<file path="config.mk">
export PLATFORM = sky130hd
export DESIGN_NAME = hyperbus_ca_gen
export DESIGN_NICKNAME = d
export VERILOG_FILES = /design/src/rtl/hyperbus_ca_gen.sv
export SDC_FILE = /design/constraint.sdc
export NUM_CORES = 1
export LEC_CHECK = 0
export ABC_AREA = 1
export CORE_UTILIZATION = 27
export DETAILED_ROUTE_END_ITERATION = 8
export PLACE_DENSITY_LB_ADDON = 0.1
export SLEW_MARGIN = 20
export SYNTH_ARGS = -nofsm -noshare
export SYNTH_HDL_FRONTEND = slang
export SYNTH_SLANG_ARGS = --single-unit
</file>
<file path="constraint.sdc">
create_clock -name clk -period 3.1 [get_ports clk]
set_input_delay 0.93 -clock clk [delete_from_list [all_inputs] [get_ports clk]]
set_output_delay 0.93 -clock clk [all_outputs]
set_load 0.005 [all_outputs]
</file>
<file path="src/rtl/hyperbus_ca_gen.sv">
// HyperBus command-address generator: turns a word-addressed burst request into
// one or more row-bounded segments, each emitted as three 16-bit CA beats.
module hyperbus_ca_gen #(
    parameter int ADDR_W = 22,
    parameter int COL_W  = 8,
    parameter int LEN_W  = 8
) (
    input  logic              clk,
    input  logic              rst_n,
    input  logic              req_valid,
    output logic              req_ready,
    input  logic              req_write,
    input  logic              req_reg,
    input  logic              req_linear,
    input  logic [ADDR_W-1:0] req_addr,
    input  logic [LEN_W-1:0]  req_len,
    output logic              ca_valid,
    input  logic              ca_ready,
    output logic [15:0]       ca_data,
    output logic              ca_first,
    output logic              ca_last,
    output logic [ADDR_W-1:0] seg_addr,
    output logic [LEN_W:0]    seg_len,
    output logic              seg_last,
    output logic              busy
);

    typedef enum logic [1:0] {IDLE, CA0, CA1, CA2} state_t;

    localparam int CMP_W = ((LEN_W > COL_W) ? LEN_W : COL_W) + 1;
    localparam logic [LEN_W:0] FULL_LEN = {1'b1, {LEN_W{1'b0}}};
    localparam logic [COL_W:0] ROW_WORDS = {1'b1, {COL_W{1'b0}}};

    state_t            state_q, state_d;
    logic              write_q, write_d;
    logic              reg_q, reg_d;
    logic              linear_q, linear_d;
    logic [ADDR_W-1:0] seg_addr_q, seg_addr_d;
    logic [LEN_W:0]    rem_q, rem_d;
    logic [LEN_W:0]    seg_len_q, seg_len_d;
    logic              seg_last_q, seg_last_d;

    logic [ADDR_W-1:0] next_addr;
    logic [LEN_W:0]    next_rem;
    logic [47:0]       ca_word;
    logic [15:0]       beat [3];

    // Words left before the next row boundary caps the segment only when splitting.
    function automatic logic [LEN_W:0] calc_seg_len(
        input logic [LEN_W:0]   rem,
        input logic [COL_W-1:0] col,
        input logic             split
    );
        logic [COL_W:0]   room;
        logic [CMP_W-1:0] room_w;
        logic [CMP_W-1:0] rem_w;
        room   = ROW_WORDS - {1'b0, col};
        room_w = CMP_W'(room);
        rem_w  = CMP_W'(rem);
        if (split && (room_w < rem_w)) begin
            return (LEN_W+1)'(room_w);
        end
        return rem;
    endfunction

    always_ff @(posedge clk or negedge rst_n) begin
        if (!rst_n) begin
            state_q    <= IDLE;
            write_q    <= 1'b0;
            reg_q      <= 1'b0;
            linear_q   <= 1'b0;
            seg_addr_q <= '0;
            rem_q      <= '0;
            seg_len_q  <= '0;
            seg_last_q <= 1'b0;
        end else begin
            state_q    <= state_d;
            write_q    <= write_d;
            reg_q      <= reg_d;
            linear_q   <= linear_d;
            seg_addr_q <= seg_addr_d;
            rem_q      <= rem_d;
            seg_len_q  <= seg_len_d;
            seg_last_q <= seg_last_d;
        end
    end

    assign next_addr = seg_addr_q + ADDR_W'(seg_len_q);
    assign next_rem  = rem_q - seg_len_q;

    always_comb begin
        state_d    = state_q;
        write_d    = write_q;
        reg_d      = reg_q;
        linear_d   = linear_q;
        seg_addr_d = seg_addr_q;
        rem_d      = rem_q;
        seg_len_d  = seg_len_q;
        seg_last_d = seg_last_q;
        case (state_q)
            IDLE: begin
                if (req_valid) begin
                    write_d    = req_write;
                    reg_d      = req_reg;
                    linear_d   = req_linear;
                    seg_addr_d = req_addr;
                    rem_d      = (req_len == '0) ? FULL_LEN : {1'b0, req_len};
                    seg_len_d  = calc_seg_len(rem_d, req_addr[COL_W-1:0],
                                              req_linear && !req_reg);
                    seg_last_d = (seg_len_d == rem_d);
                    state_d    = CA0;
                end
            end
            CA0: begin
                if (ca_ready) state_d = CA1;
            end
            CA1: begin
                if (ca_ready) state_d = CA2;
            end
            CA2: begin
                if (ca_ready) begin
                    if (seg_last_q) begin
                        state_d = IDLE;
                    end else begin
                        seg_addr_d = next_addr;
                        rem_d      = next_rem;
                        seg_len_d  = calc_seg_len(next_rem, next_addr[COL_W-1:0],
                                                  linear_q && !reg_q);
                        seg_last_d = (seg_len_d == next_rem);
                        state_d    = CA0;
                    end
                end
            end
            default: state_d = IDLE;
        endcase
    end

    assign ca_word = {!write_q, reg_q, linear_q, 29'(seg_addr_q[ADDR_W-1:3]),
                      13'b0, seg_addr_q[2:0]};

    generate
        for (genvar gi = 0; gi < 3; gi++) begin : g_beat
            assign beat[gi] = ca_word[47-16*gi -: 16];
        end
    endgenerate

    // Beats are decoded straight from the state register so reset kills them at once.
    always_comb begin
        ca_data = '0;
        case (state_q)
            CA0:     ca_data = beat[0];
            CA1:     ca_data = beat[1];
            CA2:     ca_data = beat[2];
            default: ca_data = '0;
        endcase
    end

    assign req_ready = (state_q == IDLE);
    assign busy      = (state_q != IDLE);
    assign ca_valid  = (state_q != IDLE);
    assign ca_first  = (state_q == CA0);
    assign ca_last   = (state_q == CA2);
    assign seg_addr  = seg_addr_q;
    assign seg_len   = seg_len_q;
    assign seg_last  = seg_last_q;

endmodule
</file>
After elaboration in Yosys (flattened, before gate mapping)
Index checks and enable logic that the tools add are counted.
W data, S select, Z words.
Word-level totals
  register bits: 46
  input bits: 37
Operators by class
  $add $sub $neg: 4
  magnitude comparators: 2
  eq/ne operators: 10
  multiplexer cells: 40
  reductions and logical operators: 15
Operators by type and width (count)
  $mux W9: 16
  $mux W22: 3
  $pmux W16 S3: 1
  $pmux W22 S2: 1
  $pmux W9 S2: 2
  $add A22 B9 Y22: 1
  $eq A9 B9 Y1: 2
  $lt A9 B9 Y1: 2
  $sub A9 B8 Y9 const A: 2
  $mux W1: 11
  $ne A2 B2 Y1 const B: 5
  $sub A9 B9 Y9: 1
  $logic_not A8 Y1: 1
  $mux W2: 4
  $pmux W2 S4: 1
  $reduce_and A4 Y1: 2
  $eq A2 B2 Y1 const B: 2
  $logic_and A1 B1 Y1: 4
  $reduce_bool A2 Y1: 2
  $logic_not A1 Y1: 3
  $reduce_and A3 Y1: 1
  $eq A2 B1 Y1 const B: 1
  $logic_not A2 Y1: 1
  $pmux W1 S2: 1
  $reduce_and A2 Y1: 1

Depth between registers and ports, before layout
Gate-level depths: netlist (run 1).
  depth in word-level cells: 16
  mapped depth: 27

Worst setup path after synthesis (run 1)
Ideal clock, no wire load.
  path type: flip-flop to flip-flop
  from: reg seg_addr_q[0], in the netlist seg_addr[0]
  to: reg seg_last_q, in the netlist seg_last
  library setup time: 0.116 ns
  data arrival time: 3.368 ns
  data required time: 2.984 ns
  slack: -0.385 ns
  stages on the path, launching flop included: 26
  clock period less this slack: 3.485 ns
  path through: dfrtp_1 ha_1 fa_1 inv_1 ha_1 inv_1 nor2_2 nand3_2 nor2_4 nand3_2 nand2_2 inv_2 ha_1 nand2_1 a21oi_1 nor2_1 nand4_1 inv_2 buf_2 nand3_1 nand2_1 inv_1 nand4_1 nand2_1 nand2_1 nand2_1
Between the ends
  word-level cells in the longest chain between the ends: 16
RTL lines
  from (decl): line 38  | logic [ADDR_W-1:0] seg_addr_q, seg_addr_d;
  from (signal assigned): line 81  | seg_addr_q <= seg_addr_d;
  $add A22 B9 Y22 *: line 88  | assign next_addr = seg_addr_q + ADDR_W'(seg_len_q);
  $sub A9 B8 Y9 *: line 57  | room = ROW_WORDS - {1'b0, col};
  $lt A9 B9 Y1: line 60  | if (split && (room_w < rem_w)) begin
  $logic_and A1 B1 Y1: line 60
  $mux W1: line 60
  $mux W1: line 122  | if (seg_last_q) begin
  $mux W1: line 121  | if (ca_ready) begin
  $mux W1: line 100  | case (state_q)
  $mux W9 *: line 63  | return rem;
  $mux W9 *: line 122
  $mux W9 *: line 121
  $mux W9 *: line 100
  $eq A9 B9 Y1 *: line 129  | seg_last_d = (seg_len_d == next_rem);
  $mux W1 *: line 122
  $mux W1 *: line 121
  $pmux W1 S2 *: line 100
  to (signal assigned): line 84  | seg_last_q <= seg_last_d;
  to (decl): line 41  | logic seg_last_q, seg_last_d;
Every way passes the cells marked *; elsewhere a longest branch is shown, timed or not. The select of a mux whose other input is x is not followed.
A chain may end at the register's enable or synchronous reset.

Worst setup path after layout (run 1)
  from: reg seg_len_q[0], in the netlist seg_len[0]
  to: reg seg_last_q, in the netlist seg_last
Between the ends
  word-level cells in the longest chain between the ends: 16
RTL lines
  from (decl): line 40  | logic [LEN_W:0] seg_len_q, seg_len_d;
  from (signal assigned): line 83  | seg_len_q <= seg_len_d;
  $add A22 B9 Y22: line 88
  $sub A9 B8 Y9: line 57
  $lt A9 B9 Y1: line 60
  $logic_and A1 B1 Y1: line 60
  $mux W1: line 60
  $mux W1: line 122
  $mux W1: line 121
  $mux W1: line 100
  $mux W9: line 63
  $mux W9: line 122
  $mux W9: line 121
  $mux W9: line 100
  $eq A9 B9 Y1 *: line 129
  $mux W1 *: line 122
  $mux W1 *: line 121
  $pmux W1 S2 *: line 100
Marks and branches as above.

==> results summary, run 1 <==
The worst hold path begins at rem_q[5]$_DFFE_PN0P_. In this run the critical register-to-register path is captured at seg_last$_DFFE_PN0P_. The slew of the pin with the lowest slew margin came out at ~0.54 ns. The layout overhead on the synthesized area came out at 57.1%. The post-placement setup slack is -0.862 ns. After synthesis, the mean cell area works out to around 6.3 sq um. The count of endpoints failing hold in the final timing report came out at 0. The fmax came out at between 200 and 300 MHz. The library cell used most frequently in the layout, excluding fill and tap cells, is sky130_fd_sc_hd__nand2_1. The final clock skew is ~0.0072 ns.

The effective utilization at floorplan is 0.279. The worst setup path is captured at a flip-flop. After synthesis the cells add up to about 4900 sq um. The routed wire length per instance is about 15 um. The post-synth net total came out at approximately 850. In the layout the commonest cells are sky130_fd_sc_hd__nand2_1, sky130_fd_sc_hd__buf_4, sky130_fd_sc_hd__inv_1. The number of vias per cell after detailed routing came out at roughly 4.6. The data required time at the worst endpoint came out at around 3.4 ns. Along the worst path, the maximum fanout reaches 5.

The share of the clock period used by the worst path after layout is 1.14. The region available for standard cell placement spans around 17000 sq um. The worst register-to-register path begins at seg_len[0]$_DFFE_PN0P_. Setup repair after global routing could not meet its margin everywhere.

The hold-fix buffer count after cts came out at 0. The relative slew slack is 0.641. The setup path with the least slack is of type reg -> reg. The first detailed-routing pass took 6 iterations.

Of the synthesized area, sequential elements account for 0.236. Once detail routing completed, the nets flagged for antenna violations numbered 0. The cell sitting at the root of the clock tree is a sky130_fd_sc_hd__clkbuf_16. The worst path in the final design needs a cycle of 3.54 ns, including I/O delays and setup.

STA puts the critical path data arrival time at approximately 3.8 ns. The DRC marker count from the first detailed-route iteration came out at between 200 and 250. Yosys mapped a number of flops with a built-in enable equal to 0.

The fraction of the core area covered by cells at the end of the flow is 0.438. The number of max-slew violations in the final report came out at 0. The source-to-sink clock delay at the later pin of the worst-skew pair is ~0.30 ns. In the final layout, the share of cells above drive strength 1 is 0.262. The final-layout worst hold slack came out at 0.498 ns. The number of buffers between clock root and the deepest sink came out at 2. The share of flip-flops with an asynchronous set or reset came out at 1.00.

The reg-to-reg setup timing slack came out at -0.44 ns. The gate count after technology mapping came out at just under 800. The commonest register cell after synthesis is sky130_fd_sc_hd__dfrtp_1. 90 I/O pins were placed. The number of diodes added for antenna fixing came out at 0. Entering global routing, the biggest net connects 35 pins. The cell depth of the worst hold path is 2. The worst setup path is launched from a flip-flop. For this run the aggregate overflow at the end of global routing stands at 0. The congestion estimate from routability-driven global placement came to between 0.8 and 0.9.

For the worst flop-to-flop path, the logic depth is 24. Once routing completed, OpenROAD measured the worst setup slack at -0.437 ns. The wire length of the first global-routing pass came out at 28300 um. The checks that failed: setup timing. The H-tree was split into 2 levels.

The worst hold path endpoint is rem_q[5]$_DFFE_PN0P_. The type of the worst min-delay path is reg -> reg. The clock drives 46 sinks. The setup violation total in the final timing report came out at 10.

The count of standard-cell rows came out at between 40 and 50. The flow ran to the end, but the final reports show violations. The via count of the first global-routing pass came out at 5367. The number of library cell types mapped by synthesis came out at between 40 and 50.

The flip-flop and latch count after synthesis is between 40 and 50. The number of fillers in the final layout is between 1.5k and 2k. The wire-length estimate of the detail-placed layout is between 10000 and 15000 um. The die width is between 100 and 150 um.

The height of the die came out at 136 um. The final wirelength came out at roughly 18000 um. The reported max-cap violation count is 0.

TritonCTS built the clock tree. The final route contains approximately 5.7k vias. The summed negative setup slack over all endpoints came out at -3.12 ns. The clock-pin slew on the worst setup and hold paths came out at roughly 0.080 ns. The port buffer count came out at between 80 and 90. The synthesis warning total came out at 0. The final layout net count is between 1k and 1.5k.

The overall track demand over capacity in global routing came out at 0.202. The remaining design rule violation count came out at 0. The total CTS buffers is 5. The floorplan die area is between 15000 and 20000 sq um.

The number of antenna violations at the first check in global routing came out at 0.
==> worst max-delay path, stage by stage (launching register included) <==
cell	delay (ns)
sky130_fd_sc_hd__dfrtp_2	0.45
sky130_fd_sc_hd__ha_4	0.17
sky130_fd_sc_hd__fa_2	0.43
sky130_fd_sc_hd__inv_2	0.10
sky130_fd_sc_hd__nand2_2	0.07
sky130_fd_sc_hd__nor2_2	0.11
sky130_fd_sc_hd__nand3_2	0.12
sky130_fd_sc_hd__nor2_4	0.15
sky130_fd_sc_hd__nand3_2	0.09
sky130_fd_sc_hd__nand2_1	0.09
sky130_fd_sc_hd__nand2_2	0.07
sky130_fd_sc_hd__ha_1	0.31
sky130_fd_sc_hd__nand2_4	0.06
sky130_fd_sc_hd__nor2_4	0.11
sky130_fd_sc_hd__o211ai_1	0.11
sky130_fd_sc_hd__nand4_1	0.18
sky130_fd_sc_hd__buf_4	0.18
sky130_fd_sc_hd__o21ai_1	0.07
sky130_fd_sc_hd__nand2_1	0.06
sky130_fd_sc_hd__nand3_1	0.09
sky130_fd_sc_hd__nor2_2	0.15
sky130_fd_sc_hd__nand4_1	0.14
sky130_fd_sc_hd__nand2_1	0.09
sky130_fd_sc_hd__nand2_1	0.05
sky130_fd_sc_hd__nand2_1	0.05
==> cell usage after synthesis (7+ instances only) <==
cell type | count | share of area
sky130_fd_sc_hd__a21oi_1 | 36 | 0.037
sky130_fd_sc_hd__buf_2 | 12 | 0.012
sky130_fd_sc_hd__clkbuf_1 | 10 | 0.0077
sky130_fd_sc_hd__dfrtp_1 | 46 | 0.24
sky130_fd_sc_hd__ha_1 | 39 | 0.10
sky130_fd_sc_hd__inv_1 | 111 | 0.085
sky130_fd_sc_hd__inv_2 | 8 | 0.0062
sky130_fd_sc_hd__nand2_1 | 203 | 0.16
sky130_fd_sc_hd__nand3_1 | 59 | 0.061
sky130_fd_sc_hd__nand4_1 | 14 | 0.018
sky130_fd_sc_hd__nor2_1 | 66 | 0.051
sky130_fd_sc_hd__o211ai_1 | 11 | 0.017
sky130_fd_sc_hd__o21ai_0 | 66 | 0.068
sky130_fd_sc_hd__o21ai_1 | 7 | 0.0072
sky130_fd_sc_hd__o22ai_1 | 7 | 0.0090
sky130_fd_sc_hd__xor2_1 | 10 | 0.018
==> layout make-up <==
| type | count | area, sq um | area share |
|---|---|---|---|
| Sequential cell | 46 | 1150 | 0.150 |
| Inverter | 119 | 449 | 0.0587 |
| Timing Repair Buffer | 250 | 2170 | 0.283 |
| Tap cell | 225 | 282 | 0.0368 |
| Clock buffer | 5 | 125 | 0.0163 |
| Multi-Input combinational cell | 582 | 3460 | 0.452 |
| Clock inverter | 3 | 23.8 | 0.00310 |
==> cell families after synthesis <==
kind of cell,share of synthesized area
AO/OA/AOI/OAI,0.175
XOR/XNOR,0.0234
adder cells (fa/ha/maj),0.108
buffers and inverters,0.115
flip-flops,0.236
AND/OR/NAND/NOR,0.342
==> layer usage <==
metal  wire length [um]  GRT usage  vias to the layer above
li1                   -          -                     2979
met1               8280      0.255                     2592
met2               9310      0.364                      101
met3                689     0.0257                        8
met4                170     0.0401                        0
met5                  0          0                        -
==> how the worst max path moves through the flow <==
stage,from,end,depth (start not counted)
detailed placement,req_addr[0],seg_last$_DFFE_PN0P_,20
floorplan,seg_addr[0]$_DFFE_PN0P_,seg_last$_DFFE_PN0P_,23
global placement,req_addr[0],seg_last$_DFFE_PN0P_,20
global route,seg_len[0]$_DFFE_PN0P_,seg_last$_DFFE_PN0P_,24
CTS,seg_len[0]$_DFFE_PN0P_,seg_last$_DFFE_PN0P_,25
finish,seg_len[0]$_DFFE_PN0P_,seg_last$_DFFE_PN0P_,24
==> registers in the layout, summed over array words and instances, names as in the netlist <==
register  cells
seg_last      1
seg_addr     22
state_q       2
write_q       1
seg_len       9
linear_q      1
rem_q         9
reg_q         1
==> repair_timing <==
item | in CTS | in global routing
pin swaps | 30 | 28
setup endpoints to repair | 10 | 21
setup buffers | 10 | 4
resized for setup | 42 | 44
==> metrics by stage <==
step,instance area [sq um],instances
2_1_floorplan,4910,771
3_3_place_gp,7110,1210
3_5_place_dp,7110,1210
4_1_cts,7470,1227
5_1_grt,7660,1230
6_report,7660,1230
Power of run 1 is not shown: default switching activity piles up to over one toggle a cycle in this logic, so the estimate is an artifact.
==> inputs of run 2 (changes only) <==
- ABC_CLOCK_PERIOD_IN_PS: not set -> 3100
==> results of run 2 <==
No change in the layout: final DEF, timing and power equal those of run 1.
Power of run 2 is left out for the same reason.
==> inputs of run 3 (changes only) <==
- CORE_ASPECT_RATIO: not set -> 1.2
- CTS_CLUSTER_DIAMETER: not set -> 60
- PLACE_DENSITY: not set -> 0.49
- PLACE_DENSITY_LB_ADDON: 0.1 -> not set
==> run 3 against run 2 <==
Against the previous run:
- the run still ends with setup timing left
- critical path depth is the same
- flip-flop and latch count stayed put
- global-route usage decreased by 0.28 points
- utilization down 0.21 points
- clock skew rose by 0.0021 ns
- hold slack barely moved
- clock-buffer cell count unchanged
- die area hardly changed
- register-to-register slack got worse by 0.12 ns
- maximum frequency decreased by 3.2%
- largest cell class unchanged
==> results summary, run 3 (synthesis gave the netlist of run 1 again) <==
The flow ran to the end, but the final reports show violations. The final reports fail on setup timing. The count of endpoints failing hold in the final timing report is 0. The number of buffers between clock root and the deepest sink is 2. The number of antenna violations at the first check in global routing is 0. The routed wire length per instance is roughly 15 um. The layout overhead on the synthesized area came out at 57.2%. For this run, the top clock speed supported by timing is approximately 270 MHz. The half-perimeter wire length of the detailed placement result is 14800 um. The number of flip-flops under the largest register name came out at 22.

After global routing the overflow that remains totals 0. The path class of the tightest hold or removal check is reg -> reg. The source-to-sink clock delay at the later pin of the worst-skew pair came out at approximately 0.31 ns. Timing analysis after detailed placement gives a worst setup slack of -0.840 ns. The clock period minus final worst setup slack is ~3.7 ns. The share of the clock period used by the worst path after layout is 1.18. For this run, the total global-route usage over all layers was measured as 0.199. The detailed router finished its first iteration with between 200 and 250 violations. The number of sinks on the clock net is 46.

The final-layout worst hold slack came out at between 0.4 and 0.5 ns. The port buffer count came out at between 80 and 90. The height of the die came out at 149 um. Wires add up to around 18000 um. Walking the worst path, the cells encountered are ha_2 -> fa_2 -> inv_2 -> ha_4 -> inv_4 -> nor2_4 -> nand3_4 -> nor2_4 -> nand3_4 -> nor2_4 -> ha_4 -> a21o_1 -> nor2_2 -> nand4_1 -> buf_4 -> buf_6 -> o21ai_1 -> nand2_1 -> nand3_2 -> nor2_4 -> nand4_1 -> nand2_1 -> nand2_1 -> nand2_1.

In this run the horizontal extent of the chip is ~120 um. The top cell types in the final layout, fill and taps aside, are sky130_fd_sc_hd__nand2_1, sky130_fd_sc_hd__buf_4, sky130_fd_sc_hd__inv_1. The via count of the first global-routing pass was about 5.5k. The reported max-cap violation count came out at 0.

The data arrival at the endpoint of the critical path came out at a little under 4 ns. Headroom to the max-slew limit came out at 0.623. 0 antenna diodes ended up in the layout. The critical-path maximum fanout is 5. The core footprint is 17600 sq um. The effective utilization at floorplan came out at 0.277.

Setup repair after global routing could not meet its margin everywhere. STA puts the critical path data required time at about 3.3 ns. The total via count in the routed design is ~5.8k. The critical path is of the reg -> reg type. The floorplan step defined a die boundary enclosing between 15000 and 20000 sq um. The number of max-slew violations in the final report came out at 0. At the pin with the least slew margin, the transition time is approximately 0.57 ns. Clock tree synthesis inserted a total of 5 buffers. The cell with the largest stage delay on the worst path is sky130_fd_sc_hd__fa_2. Clock tree synthesis selected as its root buffer the cell sky130_fd_sc_hd__clkbuf_16. The setup violation total in the final timing report came out at 10.

The detailed-routing iteration count for the pre-antenna-repair pass is 4. The H-tree generated during clock tree synthesis spans 2 levels. The final clock skew came out at roughly 0.0094 ns. The number of vias per cell after detailed routing is between 4 and 5.

The nature of the critical path startpoint is a flip-flop. The share of post-route cells with drive strength above 1 came out at 0.258. STA classifies the critical path endpoint as a flip-flop.

The largest net degree at the start of global routing came out at 36. After layout, the worst setup slack is -0.553 ns. After clock tree synthesis, the clock-pin slew on the worst setup and hold paths is approximately 0.07 ns. The remaining design rule violation count is 0. TritonCTS built the clock tree. At the end of the flow, the number of nets in the layout was about 1.1k. The first global-routing pass estimated about 29000 um of wire. The most common cell after layout, fill and taps aside is sky130_fd_sc_hd__nand2_1. The remaining number of nets flagged by the antenna check after routing came out at 0. The peak per-stage delay on the critical path is 0.45 ns. 90 I/O pins were placed. At the end of routability-driven placement, the weighted congestion stood at 0.839.

The count of standard-cell rows came out at 53.
==> run 3: changes by cell type in the layout (fill, tap and decap cells not counted), sizes merged <==
cell / previous run / this run
clkinvlp: 2 / 1
clkdlybuf4s50: 85 / 88
bufinv: 0 / 1
buf: 162 / 163
dlymetal6s2s: 1 / 0
dlygate4sd2: 2 / 0
==> run 3: through the flow <==
stage | cells | cell area, sq um | util | setup TNS [ns]
final | 1226 | 7660 | 0.436 | -4.35
after global routing | 1226 | 7660 | 0.436 | -6.43
after CTS | 1219 | 7420 | 0.422 | -4.93
after detailed placement | 1204 | 7100 | 0.404 | -7.23
after global placement | 1204 | 7100 | 0.404 | -6.72
after floorplan | 771 | 4910 | - | -1.53
==> run 3: cell type report <==
| cell class | count | area (sq um) |
|---|---|---|
| Sequential cell | 46 | 1150 |
| Multi-Input combinational cell | 582 | 3450 |
| Clock buffer | 5 | 125 |
| Tap cell | 220 | 275 |
| Inverter | 119 | 454 |
| Timing Repair Buffer | 251 | 2160 |
| Fill cell | 1845 | 9910 |
| Clock inverter | 3 | 48.8 |
==> run 3: path summary, 6_finish.rpt <==
path                                        startpoint                        to  slack (ns)  cells after the start
worst max-delay path            seg_len[0]$_DFFE_PN0P_      seg_last$_DFFE_PN0P_       -0.55                     24
worst min-delay path              rem_q[6]$_DFFE_PN0P_      rem_q[6]$_DFFE_PN0P_        0.50                      2
worst max register to register  seg_len[0]$_DFFE_PN0P_      seg_last$_DFFE_PN0P_       -0.55                     24
worst min register to register    rem_q[6]$_DFFE_PN0P_      rem_q[6]$_DFFE_PN0P_        0.50                      2
max in group asynchronous                        rst_n      rem_q[0]$_DFFE_PN0P_        1.92                      2
min in group asynchronous                        rst_n  seg_addr[15]$_DFFE_PN0P_        0.60                      1
==> run 3: timing repair <==
action                                  4_1_cts  5_1_grt
endpoints found under the setup margin       12       10
hold buffers                                  0        0
resized for setup                            34       43
cloned                                        1        0
pin swaps                                    24       26
setup buffers                                 6        7
endpoints found under the hold margin         0        0
==> run 3: metal layers <==
layer  vias to the layer above  share of wire  global-route usage
met3                        24          0.024              0.0244
li1                       2993              -                   -
met2                       102           0.52               0.363
met1                      2635           0.43               0.238
met4                         0          0.029              0.0741
met5                         -              0                   0
==> run 3: critical path, delay by kind of cell, from the launching register on <==
| family | cells | cell delay (ns) |
|---|---|---|
| and+or+nand+nor | 14 | 1.36 |
| adders and majority gates | 4 | 1.01 |
| buffers and inverters | 4 | 0.46 |
| DFF | 1 | 0.42 |
| AOI/OAI and AO/OA | 2 | 0.29 |
Power of run 3 is left out for the same reason.
